<file path="config.mk">
export PLATFORM = sky130hd
export DESIGN_NAME = block_ram_arbiter
export DESIGN_NICKNAME = d
export VERILOG_FILES = /design/src/rtl/block_ram_arbiter.sv
export SDC_FILE = /design/constraint.sdc
export NUM_CORES = 1
export LEC_CHECK = 0
export ABC_AREA = 1
export ABC_CLOCK_PERIOD_IN_PS = 6100
export CAP_MARGIN = 15
export CORE_MARGIN = 8
export CORE_UTILIZATION = 55
export DETAILED_ROUTE_END_ITERATION = 10
export GPL_ROUTABILITY_DRIVEN = 0
export PLACE_DENSITY = 0.94
export RECOVER_POWER = 50
export SYNTH_ARGS = -nofsm -noshare
export SYNTH_HDL_FRONTEND = slang
export SYNTH_SLANG_ARGS = --single-unit
</file>
<file path="constraint.sdc">
create_clock -name clk -period 6.1 [get_ports clk]
set_input_delay 0.61 -clock clk [delete_from_list [all_inputs] [get_ports clk]]
set_output_delay 0.61 -clock clk [all_outputs]
set_load 0.05 [all_outputs]
</file>
<file path="src/rtl/block_ram_arbiter.sv">
// block_ram_arbiter
//   Shares one single-port synchronous block RAM between a display reader,
//   a queued host writer and a full-memory fill sequencer.
//   Port priority per cycle: display read > queued host write > fill write.
//
// Ports
//   clk, rst                 clock, asynchronous active-high reset
//   disp_req, disp_x, disp_y display read request and pixel coordinates
//   disp_valid, disp_data    read data, one cycle after disp_req
//   host_wr_*                valid/ready host write into the write queue
//   clear_start, clear_color request a fill of all 4096 blocks with a colour
//   clear_busy, clear_done   fill in progress / one-cycle completion pulse
//   mem_*                    RAM port (mem_rdata valid one cycle after a read)
module block_ram_arbiter #(
  parameter int DATA_W     = 8,
  parameter int FIFO_DEPTH = 4
) (
  input  logic              clk,
  input  logic              rst,
  input  logic              disp_req,
  input  logic [9:0]        disp_x,
  input  logic [9:0]        disp_y,
  output logic              disp_valid,
  output logic [DATA_W-1:0] disp_data,
  input  logic              host_wr_valid,
  output logic              host_wr_ready,
  input  logic [11:0]       host_wr_addr,
  input  logic [DATA_W-1:0] host_wr_data,
  input  logic              clear_start,
  input  logic [DATA_W-1:0] clear_color,
  output logic              clear_busy,
  output logic              clear_done,
  output logic              mem_en,
  output logic              mem_we,
  output logic [11:0]       mem_addr,
  output logic [DATA_W-1:0] mem_wdata,
  input  logic [DATA_W-1:0] mem_rdata
);

  localparam int PTR_W = (FIFO_DEPTH > 1) ? $clog2(FIFO_DEPTH) : 1;

  typedef enum logic [1:0] {IDLE, DRAIN, CLEAR} state_t;

  state_t              state, state_next;

  logic [11:0]         fifo_addr [FIFO_DEPTH];
  logic [DATA_W-1:0]   fifo_data [FIFO_DEPTH];
  logic [PTR_W-1:0]    wr_ptr, rd_ptr;
  logic [PTR_W:0]      count;
  logic                empty, full, push, pop;

  logic [11:0]         fill_cnt;
  logic [DATA_W-1:0]   color_q;
  logic                fill_we, color_load, clear_fin;

  logic [DATA_W-1:0]   disp_data_q;
  logic [11:0]         disp_addr;
  logic                unused_low;

  // 64 blocks per row of 16x16 pixels; the 6-bit fields cannot carry,
  // so the sum is already the 12-bit wrapped address.
  assign disp_addr  = {disp_y[9:4], 6'b0} + {6'b0, disp_x[9:4]};
  assign unused_low = ^{disp_x[3:0], disp_y[3:0]};

  assign empty         = (count == '0);
  assign full          = (count == (PTR_W+1)'(FIFO_DEPTH));
  assign host_wr_ready = !full && (state == IDLE);
  assign push          = host_wr_valid && host_wr_ready;
  assign clear_busy    = (state != IDLE);

  // Read data is passed straight through in its valid cycle and held afterwards.
  assign disp_data = disp_valid ? mem_rdata : disp_data_q;

  always_comb begin
    state_next = state;
    mem_en     = 1'b0;
    mem_we     = 1'b0;
    mem_addr   = '0;
    mem_wdata  = '0;
    pop        = 1'b0;
    fill_we    = 1'b0;
    color_load = 1'b0;
    clear_fin  = 1'b0;

    // Port outputs are gated by rst so they sit at zero throughout reset.
    if (!rst) begin
      if (disp_req) begin
        mem_en   = 1'b1;
        mem_addr = disp_addr;
      end else if (!empty && state != CLEAR) begin
        mem_en    = 1'b1;
        mem_we    = 1'b1;
        mem_addr  = fifo_addr[rd_ptr];
        mem_wdata = fifo_data[rd_ptr];
        pop       = 1'b1;
      end else if (state == CLEAR) begin
        mem_en    = 1'b1;
        mem_we    = 1'b1;
        mem_addr  = fill_cnt;
        mem_wdata = color_q;
        fill_we   = 1'b1;
      end
    end

    unique case (state)
      IDLE: begin
        if (clear_start) begin
          state_next = DRAIN;
          color_load = 1'b1;
        end
      end
      DRAIN: begin
        // No pushes are accepted outside IDLE, so popping the last entry empties it.
        if (empty || (count == (PTR_W+1)'(1) && pop)) state_next = CLEAR;
      end
      CLEAR: begin
        if (fill_we && fill_cnt == '1) begin
          state_next = IDLE;
          clear_fin  = 1'b1;
        end
      end
      default: state_next = IDLE;
    endcase
  end

  always_ff @(posedge clk) begin
    if (push) begin
      fifo_addr[wr_ptr] <= host_wr_addr;
      fifo_data[wr_ptr] <= host_wr_data;
    end
  end

  always_ff @(posedge clk or posedge rst) begin
    if (rst) begin
      state       <= IDLE;
      wr_ptr      <= '0;
      rd_ptr      <= '0;
      count       <= '0;
      fill_cnt    <= '0;
      color_q     <= '0;
      disp_valid  <= 1'b0;
      disp_data_q <= '0;
      clear_done  <= 1'b0;
    end else begin
      state      <= state_next;
      clear_done <= clear_fin;
      disp_valid <= disp_req;
      if (disp_valid) disp_data_q <= mem_rdata;
      if (push) wr_ptr <= wr_ptr + 1'b1;
      if (pop)  rd_ptr <= rd_ptr + 1'b1;
      if (push && !pop)      count <= count + 1'b1;
      else if (pop && !push) count <= count - 1'b1;
      if (color_load) begin
        color_q  <= clear_color;
        fill_cnt <= '0;
      end else if (fill_we) begin
        fill_cnt <= fill_cnt + 1'b1;
      end
    end
  end

endmodule

</file>
Yosys cells after proc, flatten, opt, wreduce, memory -nomap -nowiden
Memory sizes are Yosys's and may differ from the RTL's.
Cells that the tools add are included.
{ "classes": {"n_addsub": 6, "n_reduce_logical": 18, "n_mux": 35, "n_eq_ne": 9} }
{ "ops": {"columns": ["op", "n"], "rows": [
  ["2-to-1 mux 12 bit", 6],
  ["2-to-1 mux 8 bit", 5],
  ["2-to-1 mux 1 bit", 18],
  ["adder 12 x 1 -> 12 bit, second input constant", 1],
  ["adder 12 x 6 -> 12 bit", 1],
  ["== test 12 bit, second input constant", 1],
  ["logical AND 1 bit", 7],
  ["2-to-1 mux 2 bit", 3],
  ["2-to-1 mux 3 bit", 2],
  ["inequality test 2 bit, second input constant", 3],
  ["one-hot mux 2 bit (3 select lines)", 1],
  ["nonzero test 2 bit", 3],
  ["adder 2 x 1 -> 2 bit, second input constant", 2],
  ["zero test 1 bit", 4],
  ["adder 3 x 1 -> 3 bit, second input constant", 1],
  ["== test 3 x 1 -> 1 bit, second input constant", 1],
  ["== test 3 bit, second input constant", 1],
  ["zero test 3 bit", 1],
  ["AND reduction 3 bit", 1],
  ["subtractor 3 x 1 -> 3 bit, second input constant", 1],
  ["== test 2 x 1 -> 1 bit, second input constant", 1],
  ["== test 2 bit, second input constant", 1],
  ["zero test 2 bit", 1],
  ["inequality test 2 x 1 -> 1 bit, second input constant", 1],
  ["logical OR 1 bit", 1]
]} }
{ "word_totals": {"wordCells": 79, "ram_bits": 80, "reg_bits": 39, "memories": 2} }
{ "memory_table": {"columns": ["name", "depth", "width", "rd", "rd_ports_with_merged_regs", "write_ports", "line", "text"], "rows": [
  ["fifo_addr", 4, 12, 1, 0, 1, "46", "logic [11:0] fifo_addr [FIFO_DEPTH];"],
  ["fifo_data", 4, 8, 1, 0, 1, "47", "logic [DATA_W-1:0] fifo_data [FIFO_DEPTH];"]
]} }

Logic depth before layout (Yosys ltp)
Gate-level depths: netlist (run 1).
{ "depth": {"depth_word": 10, "ltp_mapped": 13, "mapped_depth_nobuf": 13} }

Worst setup path after synthesis (run 1)
Ideal clock, no wire load.
{ "synth_timing": {"path_type": "input port to output port", "start": "input rst", "end": "output mem_addr[10]", "setup_slack_ns": 2.366, "arrival_time_ns": 3.124, "n_path_buf": 1, "stages": 4, "cell_sequence": "inv_1 > clkbuf_1 > o21ai_0 > a31oi_1"} }
{ "synth_via": {"elab_chain_cells": 1} }
{ "synth_rtl": {"columns": ["element", "line", "text"], "rows": [
  ["start, declared", "19", "input logic rst,"],
  ["2-to-1 mux 12 bit", "86", "if (!rst) begin"],
  ["end, declared", "35", "output logic [11:0] mem_addr,"]
]} }
No other way between the ends.

Worst setup path after layout (run 1)
{ "layout_timing": {"start": "input rst", "end": "output mem_addr[4]"} }
Same word-level chain as after synthesis.

==> results of run 1 <==
## flip-flops by register name, indices dropped and copies added, names as in the netlist
signal,count
clear_done,1
color_q,8
count,3
disp_data_q,8
disp_valid,1
fifo_addr,48
fifo_data,32
fill_cnt,12
rd_ptr,2
state,2
wr_ptr,2
## synthesized netlist by cell type (all sizes together) (10+ instances only)
cell type / instances
nand2: 113
nor2: 66
inv: 75
buf: 15
edfxtp: 80
mux2: 16
ha: 10
nand3: 36
a31oi: 16
dfrtp: 39
o21ai: 54
## cell usage in the layout, fill, tap and decap left out, drive strengths merged
cell type / count
nor3: 3
clkdlybuf4s50: 64
clkinv: 2
clkinvlp: 4
nor2: 66
buf: 5
a31oi: 16
dfrtp: 39
mux2: 16
o21ai: 54
nand3: 36
xnor2: 1
nand2: 113
bufinv: 1
edfxtp: 80
o31ai: 1
diode: 1
a21oi: 6
dlygate4sd3: 22
nand4: 8
ha: 10
inv: 83
xor2: 5
clkbuf: 17
## layout make-up
type / count / area share [%]
antenna: 1 / 0.0356
clock buffer: 17 / 5.89
clock inverter: 14 / 1.96
inverter: 76 / 4.13
multi-input combinational: 335 / 24.8
sequential: 119 / 48.1
tap: 133 / 2.37
timing repair buffer: 91 / 12.8
## critical path, stage by stage
cell and delay (ns):
dlygate4sd3_1 0.57, inv_1 1.29, o21ai_0 0.32, a21oi_1 0.30, clkdlybuf4s50_1 0.86
## logic make-up after synthesis
logic type,share of synthesized area (%)
simple gates,17.3
compound gates,7.34
xor+xnor,0.946
mux,3.78
flops,60.8
buf+inv,7.52
fa+ha+maj,2.25
## routing by layer
metal / vias to the layer above / track usage, %
met3: 61 / 6.67
met5: - / 0
li1: 2009 / -
met1: 2173 / 24.6
met4: 0 / 14.1
met2: 264 / 41.5
## per-stage QoR
| step | hold WS, ns | total power [mW] | setup slack [ns] | util [%] |
|---|---|---|---|---|
| final | 0.481 | 3.25 | 1.52 | 71.9 |
| after global placement | 0.480 | 2.22 | 2.38 | 66.4 |
| after floorplan | 0.476 | 1.96 | 2.37 | - |
| after CTS | 0.500 | 3.26 | 1.95 | 72.1 |
| after global routing | 0.502 | 3.40 | 1.08 | 71.9 |
| after detailed placement | 0.486 | 2.29 | 2.27 | 66.4 |
## power breakdown
part	total (mW)	leakage [nW]	internal, mW	switching [mW]
clock	0.945	0.261	0.548	0.397
combinational	1.17	1.41	0.365	0.808
sequential	1.14	1.21	1.02	0.115
## how the worst max path moves through the flow
stage	slack, ns	end	cells after the start	from
2_1_floorplan	2.37	mem_addr[10]	4	rst
3_3_place_gp	2.38	mem_addr[4]	5	rst
3_5_place_dp	2.27	mem_addr[2]	5	rst
4_1_cts	1.95	mem_wdata[0]	5	rd_ptr[1]$_DFFE_PP0P_
5_1_grt	1.08	mem_addr[2]	5	rst
6_report	1.52	mem_addr[4]	5	rst
==> results.json, run 1 <==
{
  "outcome": "finished with violations",
  "violations": "max-capacitance violations, max-slew violations",
  "min_to": "disp_data_q[0]$_DFF_PP0_",
  "postRouteAntennaNets": 0,
  "finalCritPeriodShare_pct": 75.1,
  "drive_above_1_share_pct": 9.05,
  "seq_area_mm2": 0.00338,
  "highest_layer": "met4",
  "r2r-end": "count[2]$_DFFE_PP0P_",
  "synth.largest_area_cell": "edfxtp_1",
  "relSlewSlack_pct": -19.9,
  "netlist_area_mm2": 0.00555,
  "powerDensity_mw_per_mm2": 463,
  "cp-end-kind": "output port",
  "synth-edff-count": 80,
  "postRouteWirelength_um": 15200,
  "cts_inserted_buffers": 17,
  "cts_tree": "done",
  "cts_num_sinks": 119,
  "rows": 36,
  "worstSkewPairLatency_ns": 0.54,
  "n_fill_cell": 626,
  "yosysUniqueCellTypes": 29,
  "root_buffer": "clkbuf_8",
  "rrSetupSlack_ns": 3.85,
  "rsz0062_at_grt": "no",
  "met2WireLength_um": 7990,
  "multiInputGateArea_mm2": 0.00174,
  "netlist_instances": 553,
  "hold_buffers": 0,
  "hpwl_um": 9100,
  "grt_pass1_vias": 4578,
  "grt_max_degree": 53,
  "critical_path.startpoint_type": "primary input",
  "cp.arrival_ns": 3.97,
  "criticalPathCategory": "primary input to output port",
  "holdCritStartpoint": "disp_data_q[0]$_DFF_PP0_",
  "dieWidth_um": 116,
  "worstRegToRegCells": 10,
  "period_minus_slack_ns": 4.58,
  "cts_resized": 0,
  "crit_fanout": 52,
  "synth_area_leaders": "edfxtp_1, dfrtp_1, nand2_1, inv_1, o21ai_0",
  "ir_drop_mv": 0.329,
  "tns_ns": 0,
  "avgSynthCellArea_um2": 10.0,
  "num_vias": 4507,
  "initial_core_util_pct": 56.8,
  "overflow": 0,
  "max_freq_ghz": 0.218,
  "dpl_cell_area_mm2": 0.00649,
  "finalHoldViolations": 0,
  "cts_setup_buffers": 0,
  "wirelength_met1_um": 5290,
  "report.final.slew_viol_count": 53,
  "drt-initial-drc-count": 457,
  "fin_skew_ns": 0.0158,
  "clk_path_buf_depth": 2,
  "final_cell_count_no_fill": 786,
  "die_area_mm2": 0.0136,
  "yosys_warnings": 0,
  "dp.cells": 754,
  "cts.clk_slew.worst_paths_ns": 0.06,
  "holdPathStages": 1,
  "syn_to_final_growth_pct": 26.6,
  "setup_viol": 0,
  "finalNetCount": 711,
  "fp.dieH_um": 116,
  "coreArea_mm2": 0.00977,
  "synthArstFlopShare_pct": 32.8,
  "tightest_slew_ns": 1.80,
  "netlist.area_leader.share_pct": 43.3,
  "antenna_found_initial": 1,
  "drtPass1Iterations": 5,
  "final_area_mm2": 0.00703,
  "met3_length_um": 1210,
  "grt_pass1_wl_um": 23700,
  "hold_class": "register to register",
  "io_pins": 95,
  "ys_seq_area_share_pct": 60.8,
  "post_drt_via_cell_ratio": 5.73,
  "wire_per_inst_um": 19.3,
  "synth_ff_type": "edfxtp_1",
  "io_buffers": 86,
  "synth_seq_cells": 119,
  "p_leak_nw": 2.88,
  "r2r-start": "state[0]$_DFFE_PP0P_",
  "h-tree-depth": 4,
  "syn_nets": 624,
  "max_cap_viol_count": 1,
  "grt_use_total_pct": 23.6,
  "drcViolationCount": 0,
  "cp.required_ns": 5.49
}
Note: power is estimated with default switching activity, not from simulation.
==> inputs of run 2 (changes only) <==
--- a/config.mk
+++ b/config.mk
@@ -6,13 +6,13 @@
 export NUM_CORES = 1
 export LEC_CHECK = 0
 export ABC_AREA = 1
-export ABC_CLOCK_PERIOD_IN_PS = 6100
+export ABC_CLOCK_PERIOD_IN_PS = 4250
 export CAP_MARGIN = 15
 export CORE_MARGIN = 8
-export CORE_UTILIZATION = 55
+export CORE_UTILIZATION = 53
 export DETAILED_ROUTE_END_ITERATION = 10
 export GPL_ROUTABILITY_DRIVEN = 0
-export PLACE_DENSITY = 0.94
+export PLACE_DENSITY = 0.92
 export RECOVER_POWER = 50
 export SYNTH_ARGS = -nofsm -noshare
 export SYNTH_HDL_FRONTEND = slang
==> constraint.sdc (replaced) <==
create_clock -name clk -period 4.25 [get_ports clk]
set_input_delay 0.425 -clock clk [delete_from_list [all_inputs] [get_ports clk]]
set_output_delay 0.425 -clock clk [all_outputs]
set_load 0.05 [all_outputs]
==> run 2 against run 1 <==
The run now ends clean. Sequential share of layout area decreased by 0.26 points. Die area rose by 3.3%. Utilization shrank 2.8 points. Global-route usage fell by 3.1 points. Clock power increased by 49%. Routed wire length fell by 6.6%. Critical path type is now register to output port. Critical endpoint is now mem_addr[10]. Largest cell class unchanged. Highest routed layer unchanged.
==> results.json, run 2 (synthesis gave the netlist of run 1 again) <==
{
  "hold_buffers": 0,
  "relSlewSlack_pct": 4.39,
  "tns_ns": 0,
  "crit_fanout": 21,
  "criticalPathCategory": "register to output port",
  "grt_pass1_vias": 4603,
  "initial_core_util_pct": 54.3,
  "fin_skew_ns": 0.00753,
  "syn_to_final_growth_pct": 27.2,
  "io_buffers": 86,
  "critical_path.startpoint_type": "register",
  "fp.dieH_um": 118,
  "p_seq_share_pct": 33.7,
  "regMostFlops": "fifo_addr",
  "n_fill_cell": 690,
  "dpl_cell_area_mm2": 0.00651,
  "drcViolationCount": 0,
  "worst_slack_ns": 0.670,
  "drt-initial-drc-count": 417,
  "combPwrFrac_pct": 36.5,
  "dieWidth_um": 118,
  "max_stage_delay_ns": 0.83,
  "p_clk_share_pct": 29.8,
  "crit_chain": "buf_4 -> inv_1 -> nand3_1 -> nand2_1 -> nand2_1 -> a31oi_1 -> clkdlybuf4s50_1",
  "postRouteWirelength_um": 14200,
  "overflow": 0,
  "setup_viol": 0,
  "report.final.slew_viol_count": 0,
  "ir_drop_mv": 0.370,
  "rsz0062_at_grt": "no",
  "largest_reg_flops": 48,
  "drtPass1Iterations": 5,
  "clk_path_buf_depth": 2,
  "cp.required_ns": 3.83,
  "final_common_cell": "nand2_1",
  "wire_per_inst_um": 17.9,
  "cp-end-kind": "output port",
  "drive_above_1_share_pct": 8.40,
  "slowest_stage": "clkdlybuf4s50_1",
  "cts_num_sinks": 119,
  "h-tree-depth": 4,
  "p_leak_nw": 2.91,
  "root_buffer": "clkbuf_8",
  "max_cap_viol_count": 0,
  "cp.arrival_ns": 3.15,
  "coreArea_mm2": 0.0102,
  "antenna_found_initial": 2,
  "finalCritPeriodShare_pct": 84.2,
  "worstSkewPairLatency_ns": 0.53,
  "die_area_mm2": 0.0140,
  "holdWs_ns": 0.480,
  "tightest_slew_ns": 1.43,
  "final_cell_count_no_fill": 793,
  "reg_top3": "fifo_addr x48, fifo_data x32, fill_cnt x12",
  "finalHoldViolations": 0,
  "crit_top_cell": "nand2_1",
  "final_util_pct": 69.1,
  "cts_setup_buffers": 0,
  "post_drt_via_cell_ratio": 5.56,
  "rrSetupSlack_ns": 1.86,
  "power_mw": 4.72,
  "postRouteAntennaNets": 0,
  "grt_use_total_pct": 20.4,
  "cts_tree": "done",
  "p_sw_share_pct": 39.8,
  "grt_max_degree": 43,
  "final_area_mm2": 0.00707,
  "power.internal_mw": 2.84,
  "rows": 37,
  "powerDensity_mw_per_mm2": 668,
  "layout_common_cells": "nand2_1, edfxtp_1, inv_1",
  "num_vias": 4408,
  "dp.cells": 759,
  "period_minus_slack_ns": 3.58,
  "hpwl_um": 8750,
  "switchingPower_mw": 1.88,
  "cts.clk_slew.worst_paths_ns": 0.06,
  "cts_resized": 0,
  "finalNetCount": 713,
  "outcome": "complete, no violations",
  "grt_pass1_wl_um": 22500,
  "cts_inserted_buffers": 17,
  "io_pins": 95,
  "dp_slack_ns": 1.06,
  "max_freq_ghz": 0.279,
  "hold_class": "register to register"
}
[run 2: changes by cell type in the layout (fill, tap and decap cells not counted), moves of 2 or more]
cell,change
clkbuf_1,+2
clkinv_4,+2
clkinvlp_4,-3
mux2_1,+5
mux2_2,-4
[run 2: final timing paths]
check,start,endpoint,cells past startpoint
setup / recovery,rd_ptr[1]$_DFFE_PP0P_,mem_addr[10],7
hold / removal,disp_data_q[3]$_DFF_PP0_,disp_data_q[3]$_DFF_PP0_,1
setup reg to reg,state[0]$_DFFE_PP0P_,count[2]$_DFFE_PP0P_,10
hold reg to reg,disp_data_q[3]$_DFF_PP0_,disp_data_q[3]$_DFF_PP0_,1
max in group asynchronous,rst,color_q[2]$_DFFE_PP0P_,3
min in group asynchronous,rst,fill_cnt[0]$_DFFE_PP0P_,2
[run 2: layout make-up]
type	instances	area, um^2	area share (%)
Multi-Input combinational cell	335	1730	24.5
Inverter	76	290	4.11
Sequential cell	119	3380	47.8
Antenna cell	2	5.00	0.0708
Tap cell	136	170	2.41
Clock buffer	18	418	5.91
Timing Repair Buffer	93	910	12.9
Clock inverter	14	163	2.30
[run 2: power by group through the flow]
stage | Sequential (mW) | Combinational, mW | Clock [mW]
floorplan | 1.57 | 1.24 | 0
global placement | 1.59 | 1.62 | 0
detailed placement | 1.61 | 1.70 | 0
CTS | 1.59 | 1.74 | 1.42
global route | 1.61 | 1.86 | 1.47
finish | 1.59 | 1.72 | 1.41
[run 2: routing by layer]
metal  global-route usage, %  vias up  part of all wire [%]
met5                       0        -                     0
met4                    11.1        0                   2.9
met3                    6.14       46                   8.3
met2                    34.5      231                    51
met1                    22.8     2114                    38
li1                        -     2017                     -
[run 2: worst max-delay path: cells and delay by family, from the launching register on]
kind,cells,cell delay (ns)
compound gates,1,0.16
flops,1,0.36
buf+inv,3,1.68
simple gates,3,0.43
==> inputs of run 3 (changes only) <==
--- a/config.mk
+++ b/config.mk
@@ -6,7 +6,7 @@
 export NUM_CORES = 1
 export LEC_CHECK = 0
 export ABC_AREA = 1
-export ABC_CLOCK_PERIOD_IN_PS = 4250
+export ABC_CLOCK_PERIOD_IN_PS = 3700
 export CAP_MARGIN = 15
 export CORE_MARGIN = 8
 export CORE_UTILIZATION = 53
==> constraint.sdc (replaced) <==
create_clock -name clk -period 3.7 [get_ports clk]
set_input_delay 0.37 -clock clk [delete_from_list [all_inputs] [get_ports clk]]
set_output_delay 0.37 -clock clk [all_outputs]
set_load 0.05 [all_outputs]
==> run 3 against run 2 <==
The flow now finishes with violations (max-capacitance violations). Largest power group unchanged. Critical path depth stayed put. Sequential power is 15% higher. Critical endpoint is now mem_addr[4]. Via count is 1.1% higher. Non-clock buffer count is 1 higher. Clock-buffer cell count stayed put. Setup slack worse by 0.37 ns.
==> results.json, run 3 (synthesis gave the netlist of run 1 again) <==
{
  "outcome": "finished with violations",
  "violations": "max-capacitance violations",
  "drive_above_1_share_pct": 8.69,
  "report.final.slew_viol_count": 0,
  "cp-end-kind": "output port",
  "hold_class": "primary input to register",
  "period_minus_slack_ns": 3.40,
  "crit_fanout": 19,
  "cts_tree": "done",
  "cts.clk_slew.worst_paths_ns": 0.06,
  "rsz0062_at_grt": "no",
  "tightest_slew_ns": 1.50,
  "setup_viol": 0,
  "cts_inserted_buffers": 17,
  "die_area_mm2": 0.0140,
  "dieWidth_um": 118,
  "post_drt_via_cell_ratio": 5.62,
  "fp.dieH_um": 118,
  "grt_pass1_wl_um": 23000,
  "critical_path.startpoint_type": "register",
  "drtPass1Iterations": 6,
  "final_common_cell": "nand2_1",
  "p_leak_nw": 2.92,
  "grt_pass1_vias": 4617,
  "largest_reg_flops": 48,
  "n_fill_cell": 643,
  "hold_buffers": 0,
  "tns_ns": 0,
  "powerDensity_mw_per_mm2": 769,
  "fin_skew_ns": 0.00903,
  "crit_start": "state[0]$_DFFE_PP0P_",
  "coreArea_mm2": 0.0102,
  "initial_core_util_pct": 54.3,
  "cts_resized": 0,
  "r2r-end": "fill_cnt[6]$_DFFE_PP0P_",
  "syn_to_final_growth_pct": 27.7,
  "dp.cells": 760,
  "relSlewSlack_pct": 0.115,
  "wire_per_inst_um": 18.1,
  "overflow": 0,
  "drt-initial-drc-count": 412,
  "io_buffers": 86,
  "finalHoldViolations": 0,
  "worstSkewPairLatency_ns": 0.52,
  "criticalPathCategory": "register to output port",
  "finalNetCount": 714,
  "num_vias": 4456,
  "grt_use_total_pct": 20.6,
  "max_freq_ghz": 0.294,
  "rrSetupSlack_ns": 1.29,
  "postRouteAntennaNets": 0,
  "clk_path_buf_depth": 2,
  "cts_setup_buffers": 0,
  "cts_num_sinks": 119,
  "h-tree-depth": 4,
  "io_pins": 95,
  "rows": 37,
  "max_cap_viol_count": 1,
  "grt_max_degree": 43,
  "worstRegToRegCells": 6,
  "finalCritPeriodShare_pct": 91.8,
  "cp.required_ns": 3.33,
  "ir_drop_mv": 0.476,
  "layout_common_cells": "nand2_1, edfxtp_1, inv_1",
  "regMostFlops": "fifo_addr",
  "r2r-start": "state[0]$_DFFE_PP0P_",
  "antenna_found_initial": 2,
  "final_cell_count_no_fill": 793,
  "cp.arrival_ns": 3.03,
  "postRouteWirelength_um": 14300,
  "drcViolationCount": 0,
  "hpwl_um": 8630,
  "crit_path_end": "mem_addr[4]",
  "reg_top3": "fifo_addr x48, fifo_data x32, fill_cnt x12",
  "root_buffer": "clkbuf_8"
}
==> run 3: worst min path at each step <==
stage                                         from                       end  slack [ns]  cells after the start
after floorplan                           disp_req      disp_valid$_DFF_PP0_        0.40                      0
after global placement    disp_data_q[3]$_DFF_PP0_  disp_data_q[3]$_DFF_PP0_        0.48                      1
after detailed placement  disp_data_q[3]$_DFF_PP0_  disp_data_q[3]$_DFF_PP0_        0.49                      1
after CTS                                      rst  disp_data_q[1]$_DFF_PP0_        0.25                      2
after global routing                clear_color[0]    color_q[0]$_DFFE_PP0P_        0.46                      2
final                               clear_color[7]    color_q[7]$_DFFE_PP0P_        0.45                      2
==> run 3: metal layers <==
metal	track usage, %	share of wire (%)	vias up	routed length, um
li1	-	-	2020	-
met1	23.4	38	2098	5390
met5	0	0.091	-	13
met2	34.3	50	273	7090
met3	5.95	9.2	63	1310
met4	11.6	3.6	2	516
==> run 3: worst max-delay path: stages (launching register included) <==
cell             delay, ns
dfrtp_1               0.42
inv_1                 0.07
nand2_1               0.35
nand2_1               0.26
clkinv_4              0.23
nand3_1               0.17
a21oi_1               0.18
clkdlybuf4s50_1       0.82
==> run 3: stage by stage <==
step | cell area, um^2 | hold slack, ns | power, mW | setup WS (ns) | util, %
after floorplan | 5550 | 0.401 | 3.23 | 0.446 | -
after global placement | 6520 | 0.479 | 3.70 | 0.695 | 63.7
after global routing | 7090 | 0.456 | 5.71 | 0.136 | 69.3
after CTS | 7110 | 0.245 | 5.46 | 0.394 | 69.5
after detailed placement | 6520 | 0.487 | 3.78 | 0.664 | 63.7
final | 7090 | 0.452 | 5.45 | 0.302 | 69.3
==> run 3: layout make-up <==
cell class	instances	area, um^2	area share (%)
clock inverters	14	175	2.47
diodes	1	2.50	0.0353
multi-input cells	335	1740	24.6
repair buffers	94	917	12.9
inverters	76	290	4.09
well taps	136	170	2.40
clock buffers	18	418	5.89
flip-flops and latches	119	3380	47.6
==> run 3: report_power, final <==
group | internal (mW) | switching [mW]
combinational | 0.615 | 1.36
sequential | 1.68 | 0.148
clock | 1.03 | 0.616
==> RTL change: new RTL, flow settings as in run 1 <==
Re-encode `state_t` (3 states) as one-hot, 3 bits wide.
--- a/src/rtl/block_ram_arbiter.sv
+++ b/src/rtl/block_ram_arbiter.sv
@@ -41,3 +41,3 @@
 
-  typedef enum logic [1:0] {IDLE, DRAIN, CLEAR} state_t;
+  typedef enum logic [2:0] {IDLE = 3'b001, DRAIN = 3'b010, CLEAR = 3'b100} state_t;
 
Formal check against the unedited RTL: no difference found for any inputs over 4 cycles, from zero or initial values and one cycle with rst high; so few cycles prove little.
==> RTL change against run 1 <==
  * Design area fell by 1.2%
  * Routed wire length fell by 3.0%
  * Total power fell by 1.4%
  * Sequential share of layout area rose by 0.98 points
  * Synthesized area fell by 2.3%
  * Cell count fell by 6.1%
  * Sequential cell count rose by 1
  * Maximum frequency rose by 10%
  * Clock power fell by 0.8%
  * Non-clock buffer count rose by 2
  * Largest cell class unchanged
  * Setup slack improved by 430 ps
  * Sequential power fell by 4%
  * Critical path type unchanged
  * Clock skew fell by 8.3 ps
==> RTL change: results (changes against run 1) <==
| Metric | Value |
|---|---|
| Status | finished clean |
| Dpl cells | 705 (-6.5%) |
| First-pass GRT wire length | 22400 um (-5.7%) |
| Post-synth ARST share | 0.333 (+0.00560) |
| Clock latency on the worst-skew pair | 520 ps (-20 ps) |
| Sequential share of the synthesized area | 0.628 (+0.0193) |
| Via count | 4297 (-4.7%) |
| Peak VDD IR | 0.000244 V (-26%) |
| Routed WL per cell | 19.9 um (+3.3%) |
| R2R cell count | 8 (-2) |
| Gates resized, CTS repair | 0 (unchanged) |
| Max_slew headroom | 0.343 (+0.543) |
| Maximum fanout along the worst path | 9 (-83%) |
| Min cycle time layout | 4160 ps (-425 ps) |
| Pre-CTS setup slack | 2210 ps (-53.8 ps) |
| ANT cells | 0 (-1) |
| Crit path largest cell delay | 860 ps (-430 ps) |
| Initial DRC count | 381 (-17%) |
| Synth Area per Inst | 10.8 sq um (+7.6%) |
| CP Capture Point | mem_wdata[5] |
| Initial antenna violation count | 0 (-1) |
| Largest net degree at the start of global routing | 54 (+1.9%) |
| Netlist cell types | 36 (+24%) |
| Reg2Reg Launch Point | state[0] |
| Placed inst area | 6370 sq um (-1.8%) |
| Layout cells sized above 1 | 0.104 (+0.0136) |
| Vias in the first global route | 4286 (-6.4%) |
| Total GRT Usage | 0.224 (-0.0112) |
| Skew final | 7.43 ps (-8.34 ps) |
| CP startpoint | disp_req |
| Syn Nets | 573 (-8.2%) |
| Vias per cell | 5.82 (+1.5%) |
| Detail Placement HPWL | 9190 um (+0.90%) |
RTL change: changes by cell type after synthesis, moves of 3 or more:
cell and change:
inv_1 -34, o21ai_0 +3, nand2_1 -36, a31oi_1 -4
mux2_4 -8, o22ai_1 +5, mux2_2 +8, o22a_1 +3
RTL change: cell type report:
type	instances	area, sq um
timing repair buffer	93	926
fill	638	2740
inverter	41	158
sequential	120	3400
multi-input combinational	319	1720
clock buffer	21	470
clock inverter	11	96.3
tap	133	166
RTL change: logic make-up (layout without fill, tap and decap cells):
family	after synthesis	count (layout)	synth area share
AND/OR/NAND/NOR	196	196	0.162
flip-flops	120	120	0.628
AO/OA/AOI/OAI	90	90	0.0911
buffers and inverters	63	166	0.0519
multiplexers	16	16	0.0332
adder cells (fa/ha/maj)	10	10	0.0231
XOR/XNOR	7	7	0.0113
RTL change: worst min-delay path by stage:
stage               slack [ps]  cells after the start           start        endpoint
floorplan                  470                      1      color_q[0]      color_q[0]
detailed placement         490                      1  disp_data_q[1]  disp_data_q[1]
global placement           480                      1  disp_data_q[5]  disp_data_q[5]
global route               510                      1  disp_data_q[0]  disp_data_q[0]
CTS                        500                      1  disp_data_q[1]  disp_data_q[1]
finish                     480                      1  disp_data_q[1]  disp_data_q[1]
RTL change: power by group:
part           total, mW  switching [mW]  internal [mW]
clock              0.937           0.354          0.583
combinational       1.17           0.803          0.368
sequential          1.10          0.0740           1.03
total               3.21            1.23           1.98
RTL change: metal layers:
metal / track usage / vias up / wire [um]
li1: - / 1920 / -
met1: 0.254 / 2107 / 5440
met2: 0.388 / 234 / 7640
met3: 0.0599 / 36 / 1280
met4: 0.101 / 0 / 344
met5: 0 / - / 0
